$ cat src/rtl/led_pkg.sv
// led_pkg: mode encodings, bounce direction type and init-pattern helper for the LED engine
package led_pkg;
  localparam logic [1:0] MODE_ROR    = 2'd0;
  localparam logic [1:0] MODE_ROL    = 2'd1;
  localparam logic [1:0] MODE_BOUNCE = 2'd2;
  localparam logic [1:0] MODE_BIN    = 2'd3;
  typedef enum logic {DIR_DOWN, DIR_UP} dir_e;
  // Active-low start pattern of a mode, 16 bits wide; callers keep the low led_w bits.
  function automatic logic [15:0] init_light(input logic [1:0] mode, input int led_w);
    return (mode == MODE_ROL) ? 16'hFFFE :
           (mode == MODE_BIN) ? 16'hFFFF : ~(16'd1 << (led_w - 1));
  endfunction
endpackage

$ cat src/rtl/led_pattern_gen_if.sv
// led_pattern_gen_if: switch inputs and LED/strobe outputs of the pattern engine
interface led_pattern_gen_if #(parameter int LED_W = 4);
  logic [1:0]       mode;
  logic [1:0]       speed;
  logic             pause;
  logic [LED_W-1:0] light;
  logic             step_pulse;
  modport master (output mode, speed, pause, input light, step_pulse);
  modport slave  (input mode, speed, pause, output light, step_pulse);
endinterface

$ cat src/rtl/led_tick_gen.sv
// led_tick_gen: prescaler producing one tick per pattern step, period shortened by 2**speed
module led_tick_gen #(
  parameter int CLK_HZ  = 50_000_000,
  parameter int STEP_HZ = 2
) (
  input  logic       clk50m,
  input  logic       rst,
  input  logic       clr,
  input  logic       en,
  input  logic [1:0] speed,
  output logic       tick
);
  localparam int PERIOD = CLK_HZ / STEP_HZ;
  localparam int CNT_W  = $clog2(PERIOD);
  logic [CNT_W-1:0] cnt_q, cnt_d, pmax;
  assign pmax = CNT_W'((PERIOD >> speed) - 1);
  // >= lets a count stranded above a freshly shortened period wrap at once
  assign tick = en && !clr && cnt_q >= pmax;
  // Count advances only when enabled; a clear wins and suppresses the tick
  always_comb cnt_d = clr ? '0 : !en ? cnt_q : tick ? '0 : cnt_q + 1'b1;
  // Prescaler register
  always_ff @(posedge clk50m or negedge rst)
    if (!rst) cnt_q <= '0;
    else      cnt_q <= cnt_d;
endmodule

$ cat src/rtl/led_pattern_gen.sv
// led_pattern_gen: runtime-selectable LED pattern engine with speed, pause and step strobe
module led_pattern_gen
  import led_pkg::*;
#(
  parameter int LED_W   = 4,
  parameter int CLK_HZ  = 50_000_000,
  parameter int STEP_HZ = 2
) (
  input logic               clk50m,
  input logic               rst,
  led_pattern_gen_if.slave  bus
);
  localparam int PW = $clog2(LED_W);
  logic [1:0]       mode_m_q, mode_s_q, speed_m_q, speed_s_q, mode_q;
  logic             pause_m_q, pause_s_q, step_q, tick, mode_chg;
  logic [LED_W-1:0] light_q, light_d, cnt_q, cnt_d;
  logic [PW-1:0]    pos_q, pos_d;
  dir_e             dir_q, dir_d;
  assign mode_chg       = mode_s_q != mode_q;
  assign bus.light      = light_q;
  assign bus.step_pulse = step_q;
  led_tick_gen #(.CLK_HZ(CLK_HZ), .STEP_HZ(STEP_HZ)) u_tick (
    .clk50m (clk50m),
    .rst    (rst),
    .clr    (mode_chg),
    .en     (!pause_s_q),
    .speed  (speed_s_q),
    .tick   (tick)
  );
  // Two-flop synchronisers for the asynchronous board switches
  always_ff @(posedge clk50m or negedge rst)
    if (!rst) begin
      {mode_m_q, mode_s_q, speed_m_q, speed_s_q} <= '0;
      {pause_m_q, pause_s_q} <= '0;
    end else begin
      {mode_m_q, mode_s_q}   <= {bus.mode, mode_m_q};
      {speed_m_q, speed_s_q} <= {bus.speed, speed_m_q};
      {pause_m_q, pause_s_q} <= {bus.pause, pause_m_q};
    end
  // Next pattern: a mode change reloads the init state, otherwise a tick advances one step
  always_comb begin
    light_d = light_q;
    pos_d   = pos_q;
    dir_d   = dir_q;
    cnt_d   = cnt_q;
    if (mode_chg) begin
      light_d = LED_W'(init_light(mode_s_q, LED_W));
      pos_d   = PW'(LED_W - 1);
      dir_d   = DIR_DOWN;
      cnt_d   = '0;
    end else if (tick) begin
      case (mode_q)
        MODE_ROR: light_d = {light_q[0], light_q[LED_W-1:1]};
        MODE_ROL: light_d = {light_q[LED_W-2:0], light_q[LED_W-1]};
        MODE_BOUNCE: begin
          if (dir_q == DIR_DOWN) begin
            pos_d = pos_q == '0 ? PW'(1) : pos_q - 1'b1;
            dir_d = pos_q == '0 ? DIR_UP : DIR_DOWN;
          end else begin
            pos_d = pos_q == PW'(LED_W - 1) ? PW'(LED_W - 2) : pos_q + 1'b1;
            dir_d = pos_q == PW'(LED_W - 1) ? DIR_DOWN : DIR_UP;
          end
          light_d = ~(LED_W'(1) << pos_d);
        end
        default: begin
          cnt_d   = cnt_q + 1'b1;
          light_d = ~cnt_d;
        end
      endcase
    end
  end
  // Mode, pattern, bounce and strobe registers
  always_ff @(posedge clk50m or negedge rst)
    if (!rst) begin
      mode_q  <= MODE_ROR;
      light_q <= LED_W'(init_light(MODE_ROR, LED_W));
      pos_q   <= PW'(LED_W - 1);
      dir_q   <= DIR_DOWN;
      cnt_q   <= '0;
      step_q  <= 1'b0;
    end else begin
      mode_q  <= mode_s_q;
      light_q <= light_d;
      pos_q   <= pos_d;
      dir_q   <= dir_d;
      cnt_q   <= cnt_d;
      step_q  <= tick;
    end
endmodule

$ cat src/flat_wrapper.sv
// flat-port wrapper written by rule: the top's interface ports become plain ports
module led_pattern_gen_flat import led_pkg::*;
#(
  parameter int LED_W   = 4,
  parameter int CLK_HZ  = 50_000_000,
  parameter int STEP_HZ = 2
)
  (clk50m, rst, bus_mode, bus_speed, bus_pause, bus_light, bus_step_pulse);
  led_pattern_gen_if #(.LED_W(LED_W)) bus_i ();
  input logic clk50m;
  input logic rst;
  input wire logic [$bits(bus_i.mode)-1:0] bus_mode;
  input wire logic [$bits(bus_i.speed)-1:0] bus_speed;
  input wire logic [$bits(bus_i.pause)-1:0] bus_pause;
  output wire logic [$bits(bus_i.light)-1:0] bus_light;
  output wire logic [$bits(bus_i.step_pulse)-1:0] bus_step_pulse;
  assign bus_i.mode = bus_mode;
  assign bus_i.speed = bus_speed;
  assign bus_i.pause = bus_pause;
  assign bus_light = bus_i.light;
  assign bus_step_pulse = bus_i.step_pulse;
  led_pattern_gen #(.LED_W(LED_W), .CLK_HZ(CLK_HZ), .STEP_HZ(STEP_HZ)) u_core (.clk50m(clk50m), .rst(rst), .bus(bus_i));
endmodule
$ cat config.mk
export PLATFORM = sky130hd
export DESIGN_NAME = led_pattern_gen_flat
export DESIGN_NICKNAME = d
export VERILOG_FILES = /design/src/rtl/led_pkg.sv /design/src/rtl/led_pattern_gen_if.sv /design/src/rtl/led_tick_gen.sv /design/src/rtl/led_pattern_gen.sv /design/src/flat_wrapper.sv
export SDC_FILE = /design/constraint.sdc
export NUM_CORES = 1
export LEC_CHECK = 0
export ABC_AREA = 1
export BUFFER_PORTS_ARGS = -buffer_cell sky130_fd_sc_hd__buf_2
export CAP_MARGIN = 20
export CORE_ASPECT_RATIO = 1.2
export CORE_MARGIN = 10
export CORE_UTILIZATION = 50
export DETAILED_ROUTE_END_ITERATION = 10
export HOLD_SLACK_MARGIN = 0.12
export PLACE_DENSITY_LB_ADDON = 0.2
export SYNTH_ARGS = -nofsm -noshare
export SYNTH_HDL_FRONTEND = slang
export SYNTH_SLANG_ARGS = --single-unit
$ cat constraint.sdc
create_clock -name clk50m -period 2.1 [get_ports clk50m]
set_input_delay 0.42 -clock clk50m [delete_from_list [all_inputs] [get_ports clk50m]]
set_output_delay 0.42 -clock clk50m [all_outputs]
set_load 0.01 [all_outputs]
Word-level counts from Yosys, hierarchy flattened
Cells that the tools add are included.
{ "classes": {"addsub": 5, "order_cmp": 1, "n_eq_ne": 8, "shifts": 2, "n_mux": 26, "bitwise_logic": 2, "n_reduce_logical": 11} }
{ "op_table": {"columns": ["op", "count"], "rows": [
  ["$mux W25", 3],
  ["$mux W4", 7],
  ["$add A25 B1 Y25 const B", 1],
  ["$ge A25 B25 Y1", 1],
  ["$shr A25 B2 Y25 const A", 1],
  ["$sub A25 B2 Y25 const B", 1],
  ["$mux W2", 9],
  ["$pmux W4 S3", 1],
  ["$not A4 Y4", 2],
  ["$eq A2 B2 Y1 const B", 3],
  ["$mux W1", 6],
  ["$add A4 B1 Y4 const B", 1],
  ["$eq A2 B1 Y1 const B", 2],
  ["$logic_not A2 Y1", 2],
  ["$reduce_and A2 Y1", 2],
  ["$reduce_bool A2 Y1", 2],
  ["$shl A1 B2 Y4 const A", 1],
  ["$reduce_or A3 Y1", 1],
  ["$add A2 B1 Y2 const B", 1],
  ["$logic_and A1 B1 Y1", 2],
  ["$logic_not A1 Y1", 2],
  ["$ne A2 B1 Y1 const B", 1],
  ["$ne A2 B2 Y1", 1],
  ["$ne A2 B2 Y1 const B", 1],
  ["$sub A2 B1 Y2 const B", 1]
]} }
{ "word_totals": {"register_bits": 49, "in_bits": 7, "output_inout_bits": 5, "elab_cells": 68} }

Depth between registers and ports, before layout
Gate-level depths: netlist (run 1).
{ "depth": {"ltp_word": 11, "ltp_mapped": 18, "depth_no_buf": 17} }

Cells and area by module
Synthesis (run 1) repeated with hierarchy kept, for this count alone.
{ "hier_totals": {"cells_unflattened": 522, "hier_area_um2": 3547.2} }
{ "modules_own_cells": {"columns": ["mod", "n_inst", "cells_per_inst", "area_each_um2", "seq_area_each_um2"], "rows": [
  ["led_tick_gen", 1, 388, 2379.8, 625.6],
  ["led_pattern_gen", 1, 134, 1167.4, 606.8]
]} }

Least setup slack after synthesis (run 1)
OpenSTA, ideal clock, no wires.
{ "synth_path": {"path_type": "reg-to-reg", "start": "register u_core.speed_s_q[0]", "end": "register u_core.u_tick.cnt_q[18]", "setup_ns": 0.119, "t_arrival_ns": 2.141, "t_required_ns": 1.981, "setup_slack_ns": -0.160, "stages_incl_launch_ff": 17, "path_buffers": 1, "synth_period_minus_slack_ns": 2.260, "path_cell_list": "dfrtp_1 -> inv_2 -> nand2_1 -> ha_1 -> ha_1 -> nand2_1 -> nor2_1 -> nand3_1 -> nor2_1 -> nand2_1 -> nor2_1 -> nor2_2 -> nand2_4 -> nand2_4 -> nand2_4 -> buf_6 -> nor2_1"} }
{ "synth_via": {"elab_chain_len": 7} }
{ "synth_lines": {"columns": ["element", "line_no", "rtl"], "rows": [
  ["start: declaration", "led_pattern_gen.sv:14", "logic [1:0] mode_m_q, mode_s_q, speed_m_q, speed_s_q, mode_q;"],
  ["start signal: assignment", "led_pattern_gen.sv:37", "{speed_m_q, speed_s_q} <= {bus.speed, speed_m_q};"],
  ["$shr A25 B2 Y25", "led_tick_gen.sv:16", "assign pmax = CNT_W'((PERIOD >> speed) - 1);"],
  ["$sub A25 B2 Y25", "led_tick_gen.sv:16", null],
  ["$ge A25 B25 Y1", "led_tick_gen.sv:18", "assign tick = en && !clr && cnt_q >= pmax;"],
  ["$logic_and A1 B1 Y1", "led_tick_gen.sv:18", null],
  ["$mux W25 (3 in a row)", "led_tick_gen.sv:20", "always_comb cnt_d = clr ? '0 : !en ? cnt_q : tick ? '0 : cnt_q + 1'b1;"],
  ["end signal: assignment", "led_tick_gen.sv:24", "else cnt_q <= cnt_d;"],
  ["end: declaration", "led_tick_gen.sv:15", "logic [CNT_W-1:0] cnt_q, cnt_d, pmax;"]
]} }
No other way between the ends. The select of a mux whose other input is x is not followed.
A chain may end at the register's enable or synchronous reset.

Worst setup path in the final report (run 1)
{ "layout_path": {"start": "register u_core.speed_s_q[0]", "end": "register u_core.dir_q"} }
{ "layout_via": {"elab_chain_len": 6} }
{ "layout_lines": {"columns": ["element", "line_no", "rtl"], "rows": [
  ["$shr A25 B2 Y25", "led_tick_gen.sv:16", null],
  ["$sub A25 B2 Y25", "led_tick_gen.sv:16", null],
  ["$ge A25 B25 Y1", "led_tick_gen.sv:18", null],
  ["$logic_and A1 B1 Y1", "led_tick_gen.sv:18", null],
  ["$reduce_bool A2 Y1 (no line)", null, null],
  ["$reduce_and A2 Y1 (no line)", null, null],
  ["end signal: assignment", "led_pattern_gen.sv:85", "dir_q <= dir_d;"],
  ["end: declaration", "led_pattern_gen.sv:18", "dir_e dir_q, dir_d;"]
]} }
No other way between the ends.

==> results.cfg, run 1 <==
[setup_path]
crit_required_ns = 2.34
worst-path-buf-inv = 4
worstSetupEndpointType = flip-flop
worstSetupPathType = reg2reg
cpPeakStageDelay_ns = 0.47
r2r-start = u_core.speed_s_q[0]$_DFF_PN0_
critical_path.startpoint = u_core.speed_s_q[0]$_DFF_PN0_
critPathMaxFanout = 6
worst_path_dominant_cell_family = simple AND/OR/NAND/NOR gates
start_kind = flip-flop
worstPathCellList = nand2_4 > inv_1 > buf_4 > ha_1 > nand4_1 > nor2_1 > nand2_1 > nor2_2 > nor2_4 > nand2_4 > buf_12 > nand3_4 > nand2_2 > inv_2 > nor2_2
critPathArrivalTime_ns = 2.57
cp_slowest_cell = dfrtp_2

[pwr]
p_int_uw = 1300
peakVddDrop_uv = 389
p_per_area_nw_per_um2 = 491
p_sw_uw = 503
finalPower_uw = 1800
swShare_pct = 27.9
p_comb_share_pct = 13.4
power_frac_seq_pct = 55.4
p_leak_uw = 0.00177
p_clk_share_pct = 31.3

[sta]
final-hold-violation-count = 0
setup_slack_ns = -0.235
post-route-period-util_pct = 111
finalSetupViolations = 37
relSlewSlack_pct = 60.3
finClkSkew_ns = 0.00634
finalCriticalPeriod_ns = 2.34
tightest_slew_ns = 0.595
slew_viol_final = 0
max_freq_ghz = 0.428
rsz0062_at_grt = true

[layout]
mostFrequentLayoutCells = nand2_1, nor2_1, dfrtp_1
final_common_cell = nand2_1
n_antenna_cell = 0
drive_gt1_share_pct = 24.7
fillCellCount = 554
final_net_count = 461
final_core_utilization_pct = 61.5
area_growth_pct = 21.0

[place]
hpwlAfterDp_um = 5010
port-buffer-count = 11
gp_congestion = 0.866

[synthesis]
synth_ff_type = dfrtp_1
yosys_warnings = 0
syn_area_um2 = 3030
synth_edf_count = 0
synth-seq-cells = 49
async_flop_share_pct = 100
synth_cell_types = 36
synthCells = 384
seq_area_frac_synth_pct = 40.6
avgSynthCellArea_um2 = 7.90

[routing]
drt_iter0_drc = 97
routedWlPerCell_um = 13.2
viasPerCell = 5.11
via_count = 2634
dr.pass1.iters = 4
finalWirelength_um = 6800
ant_nets = 0
remaining_drc_errors = 0

[global_routing]
grt.total_usage_pct = 14.3
grt_antenna_before_repair = 0
grt_start_max_net_pins = 50
grt_first_pass_wirelength_um = 11400
gr-total-overflow = 0
grt_pass1_vias = 2548

[outcome]
violations = negative setup slack
status = complete, but fails checks

[run]
maxCapViolations = 0

[cts]
clock_path_buffers = 2
cts_sinks = 49
clk_pin_slew_ns = 0.09
insertion_delay_ns = 0.31
cts-root-buf = clkbuf_8
numCtsBuffers = 5
cts_hold_buf = 0
cts_tree = done
h-tree-depth = 2

[die]
die_w_um = 91.1
io_pins = 12
die_h_um = 105
core_region_area_um2 = 5970
die_area_um2 = 9600
start_util_pct = 50.8
rows = 31

[hold_path]
hold_path_class = in2async
-- sequential cells by signal (all words and copies together), names as in the netlist --
signal,count
u_core.mode_s_q,2
u_core.speed_m_q,2
u_core.bus.step_pulse,1
u_core.cnt_q,4
u_core.mode_q,2
u_core.pause_m_q,1
u_core.pause_s_q,1
u_core.dir_q,1
u_core.bus.light,4
u_core.mode_m_q,2
u_core.u_tick.cnt_q,25
u_core.pos_q,2
u_core.speed_s_q,2
-- through the flow --
| step | worst slack, ns | instances | hold slack (ns) | cell area (um2) | TNS, ns |
|---|---|---|---|---|---|
| after floorplan | -0.128 | 385 | 0.124 | 3040 | -2.67 |
| after global placement | -0.170 | 504 | 0.333 | 3410 | -4.40 |
| after detailed placement | -0.265 | 504 | 0.336 | 3410 | -6.71 |
| after CTS | -0.140 | 514 | 0.207 | 3560 | -3.35 |
| after global routing | -0.377 | 515 | 0.196 | 3670 | -10.18 |
| final | -0.235 | 515 | 0.190 | 3670 | -5.54 |
-- synth_stat cells, types with 3 or more instances --
| library cell | n | area, um2 |
|---|---|---|
| a21oi_1 | 8 | 40.0 |
| dfrtp_1 | 44 | 1100 |
| dfstp_2 | 5 | 131 |
| ha_1 | 22 | 275 |
| inv_1 | 39 | 146 |
| inv_2 | 3 | 11.3 |
| nand2_1 | 90 | 338 |
| nand2_2 | 3 | 18.8 |
| nand2_4 | 3 | 33.8 |
| nand3_1 | 28 | 140 |
| nand4_1 | 15 | 93.8 |
| nor2_1 | 51 | 191 |
| nor2_2 | 3 | 18.8 |
| nor3_1 | 9 | 45.0 |
| nor4_1 | 3 | 18.8 |
| o211ai_1 | 3 | 22.5 |
| o21ai_0 | 12 | 60.1 |
| xnor2_1 | 8 | 70.1 |
| xor2_1 | 13 | 114 |
-- worst paths after layout --
path / cells after the start / slack [ns] / end
max in group asynchronous: 2 / 1.47 / u_core.speed_s_q[1]$_DFF_PN0_
max: 15 / -0.24 / u_core.dir_q$_DFFE_PN0P_
min reg2reg: 0 / 0.36 / u_core.mode_s_q[1]$_DFF_PN0_
max reg2reg: 15 / -0.24 / u_core.dir_q$_DFFE_PN0P_
min: 2 / 0.19 / u_core.speed_m_q[0]$_DFF_PN0_
min in group clk50m: 1 / 0.21 / u_core.speed_m_q[1]$_DFF_PN0_
-- kinds of logic (layout without fill, tap and decap cells) --
| logic type | Yosys count | count (layout) | synth area share (%) |
|---|---|---|---|
| AND/OR/NAND/NOR | 213 | 214 | 31.8 |
| flip-flops | 49 | 49 | 40.6 |
| buffers and inverters | 48 | 95 | 6.60 |
| AO/OA/AOI/OAI | 29 | 29 | 5.65 |
| adder cells (fa/ha/maj) | 22 | 22 | 9.07 |
| XOR/XNOR | 21 | 21 | 6.06 |
| other | 2 | 3 | 0.248 |
-- layer usage --
metal  track usage (%)  vias to the layer above  share of wire, %
li1                  -                     1348                 -
met1              16.2                     1241                43
met2              25.7                       33                52
met3              2.34                       12               2.4
met4              6.17                        0               2.8
met5                 0                        -                 0
-- area by class of cell --
| class | instances | area, um2 | area share [%] |
|---|---|---|---|
| clock inverter | 3 | 21.3 | 0.579 |
| timing repair buffer | 45 | 323 | 8.79 |
| tap | 82 | 103 | 2.79 |
| sequential | 49 | 1230 | 33.6 |
| multi-input combinational | 289 | 1760 | 48.0 |
| clock buffer | 5 | 68.8 | 1.87 |
| inverter | 42 | 160 | 4.36 |
-- power groups by stage --
stage          Clock [uW]  Combinational, uW  Sequential (uW)
2_1_floorplan           0                121             1020
3_3_place_gp            0                208             1020
3_5_place_dp            0                211             1020
4_1_cts               584                228              997
5_1_grt               623                272             1000
6_report              564                241              999
-- timing repair --
action,in CTS,in global routing
setup buffers,2,1
gates cloned,1,0
setup endpoints to repair,36,37
hold endpoints to repair,0,0
gates resized for setup,10,29
pin swaps,5,17
No activity file was read; power rests on OpenSTA's default activity.
==> run 2: changes to the inputs <==
- ABC_AREA: 1 -> not set
- CORE_ASPECT_RATIO: 1.2 -> 0.7
==> run 2 against run 1 <==
  * Cell count fell by 15%
  * The run still ends with negative setup slack left
  * Core utilization up 8.5 points
  * Largest cell class unchanged
  * Highest routed layer unchanged
  * Flip-flop and latch count unchanged
==> results.cfg, run 2 <==
[outcome]
status = complete, but fails checks
violations = negative setup slack

[setup_path]
worst-path-buf-inv = 5
worstSetupEndpointType = flip-flop
ff2ff_path_depth = 16
start_kind = flip-flop
worstSetupPathType = reg2reg
r2r-start = u_core.speed_s_q[0]$_DFF_PN0_
cp_slowest_cell = dfrtp_1
crit_required_ns = 2.29
critPathMaxFanout = 5
worst_path_dominant_cell_family = buffers and inverters
cpPeakStageDelay_ns = 0.43
r2r_end = u_core.bus.light[3]$_DFFE_PN0P_
worstPathCellList = inv_2 > nor2_4 > inv_2 > ha_4 > nand2_2 > ha_4 > nand4_1 > nor3_2 > o41ai_4 > a2111oi_4 > buf_4 > buf_4 > o21ai_4 > buf_6 > mux2i_1 > o21ai_1
rrSetupSlack_ns = -0.69
critPathArrivalTime_ns = 2.98

[sta]
whs_ns = 0.204
rsz0062_at_grt = true
finalCriticalPeriod_ns = 2.79
tightest_slew_ns = 0.619
final-hold-violation-count = 0
setup_slack_ns = -0.688
slew_viol_final = 0
finalSetupViolations = 37
post-route-period-util_pct = 133
max_freq_ghz = 0.359
finClkSkew_ns = 0.00709
relSlewSlack_pct = 58.7

[global_routing]
grt_start_max_net_pins = 50
grt_antenna_before_repair = 0
gr-total-overflow = 0
grt_first_pass_wirelength_um = 11200
grt_pass1_vias = 2223
grt.total_usage_pct = 15.2

[pwr]
peakVddDrop_uv = 368
p_per_area_nw_per_um2 = 509
p_leak_uw = 0.00176

[synthesis]
yosysMostFrequentCell = dfrtp_1
synth_area_leaders = dfrtp_1, ha_1, nor2_1
yosys-top-cells-count = dfrtp_1, nor2_1, nand2_1, ha_1, xor2_1
seq_area_frac_synth_pct = 43.5
synth_top_area_share_pct = 38.9
synth_cell_types = 48
syn_area_um2 = 2830
synth_edf_count = 0
async_flop_share_pct = 100
synthCells = 284
synth_ff_type = dfrtp_1
synth-seq-cells = 49
yosys_warnings = 0
avgSynthCellArea_um2 = 9.97
yosysTopAreaCell = dfrtp_1

[layout]
multi_input_area_um2 = 1680
n_antenna_cell = 0
drive_gt1_share_pct = 36.7
final_area_um2 = 3760
area_growth_pct = 32.7
fillCellCount = 406
mostFrequentLayoutCells = buf_4, dfrtp_1, nor2_1
largest_reg_flops = 25
largest_register = u_core.u_tick.cnt_q
final_common_cell = buf_4
ff_latch_area_um2 = 1230
final_net_count = 393

[cts]
clk_pin_slew_ns = 0.09
numCtsBuffers = 5
cts_tree = done
cts-root-buf = clkbuf_8
clock_path_buffers = 2
insertion_delay_ns = 0.30
cts_sinks = 49
h-tree-depth = 2

[routing]
viasPerCell = 5.31
via_count = 2320
routedWlPerCell_um = 15.7
dr.pass1.iters = 4
drt_iter0_drc = 99
ant_nets = 0
remaining_drc_errors = 0
finalWirelength_um = 6880

[die]
start_util_pct = 52.8
die_h_um = 83.0
io_pins = 12
core_region_area_um2 = 5370
die_area_um2 = 9120
die_w_um = 110
rows = 22

[place]
hpwlAfterDp_um = 5020
port-buffer-count = 11
gp_congestion = 0.897
placed_area_um2 = 3460

[hold_path]
hold_path_class = in2async

[run]
maxCapViolations = 0
## run 2: cell types whose count changed after synthesis, sizes merged, moves of 7 or more
cell / change
and3: +7
nor2: -13
inv: -31
nand2: -72
mux2i: +9
nand3: -18
## run 2: worst max path at each step
| stage | start | endpoint | slack, ns | cells after the start |
|---|---|---|---|---|
| final | u_core.speed_s_q[0]$_DFF_PN0_ | u_core.bus.light[3]$_DFFE_PN0P_ | -0.69 | 16 |
| after global routing | u_core.speed_s_q[0]$_DFF_PN0_ | u_core.pos_q[1]$_DFFE_PN1P_ | -0.79 | 15 |
| after CTS | u_core.speed_s_q[0]$_DFF_PN0_ | u_core.cnt_q[3]$_DFFE_PN0P_ | -0.58 | 13 |
| after detailed placement | u_core.speed_s_q[0]$_DFF_PN0_ | u_core.pos_q[1]$_DFFE_PN1P_ | -0.63 | 14 |
| after global placement | u_core.speed_s_q[1]$_DFF_PN0_ | u_core.pos_q[1]$_DFFE_PN1P_ | -0.56 | 13 |
| after floorplan | u_core.speed_s_q[1]$_DFF_PN0_ | u_core.cnt_q[3]$_DFFE_PN0P_ | -0.58 | 12 |
## run 2: repair_timing
| action | in CTS | in global routing |
|---|---|---|
| buffers inserted | 1 | 7 |
| hold endpoints to repair | 0 | 0 |
| pin swaps | 8 | 12 |
| endpoints found under the setup margin | 37 | 37 |
| hold buffers | 0 | 0 |
| resized for setup | 5 | 20 |
## run 2: cell families (layout without fill, tap and decap cells)
| group | Yosys count | count (layout) | share of synthesized area (%) |
|---|---|---|---|
| AOI/OAI and AO/OA | 39 | 39 | 10.1 |
| xor gates and xnor gates | 30 | 30 | 9.28 |
| adders and majority gates | 22 | 22 | 9.72 |
| buffers and inverters | 18 | 98 | 3.18 |
| DFF | 49 | 49 | 43.5 |
| muxes | 11 | 11 | 4.77 |
| other | 2 | 3 | 0.265 |
| and+or+nand+nor | 113 | 113 | 19.2 |
## run 2: layout make-up
class                           instances  share of cell area [%]
Clock buffer                            6                    2.20
Clock inverter                          2                   0.999
Inverter                               11                    1.10
Multi-Input combinational cell        218                    44.8
Sequential cell                        49                    32.8
Tap cell                               72                    2.40
Timing Repair Buffer                   79                    15.7
## run 2: metrics by stage
step                cells  util [%]  worst slack [ns]  total power, uW  setup TNS, ns
finish                437      70.0            -0.688             1910         -22.72
global route          437      70.0            -0.793             2010         -25.27
CTS                   430      67.3            -0.580             1920         -17.29
detailed placement    421      64.5            -0.626             1200         -17.04
global placement      421      64.5            -0.560             1190         -15.41
floorplan             285         -            -0.585             1100         -14.93
## run 2: metal layers
layer,GRT usage (%),routed length [um],vias to the layer above,part of all wire (%)
met1,25.0,3660,1120,53
met2,19.1,2850,46,41
met5,0,0,-,0
met3,3.16,323,5,4.7
li1,-,-,1149,-
met4,3.51,48,0,0.70
## run 2: where the power goes
| part | switching, uW | total (uW) | internal [uW] |
|---|---|---|---|
| Sequential | 14.2 | 977 | 963 |
| Clock | 326 | 714 | 388 |
| Combinational | 125 | 223 | 98.7 |
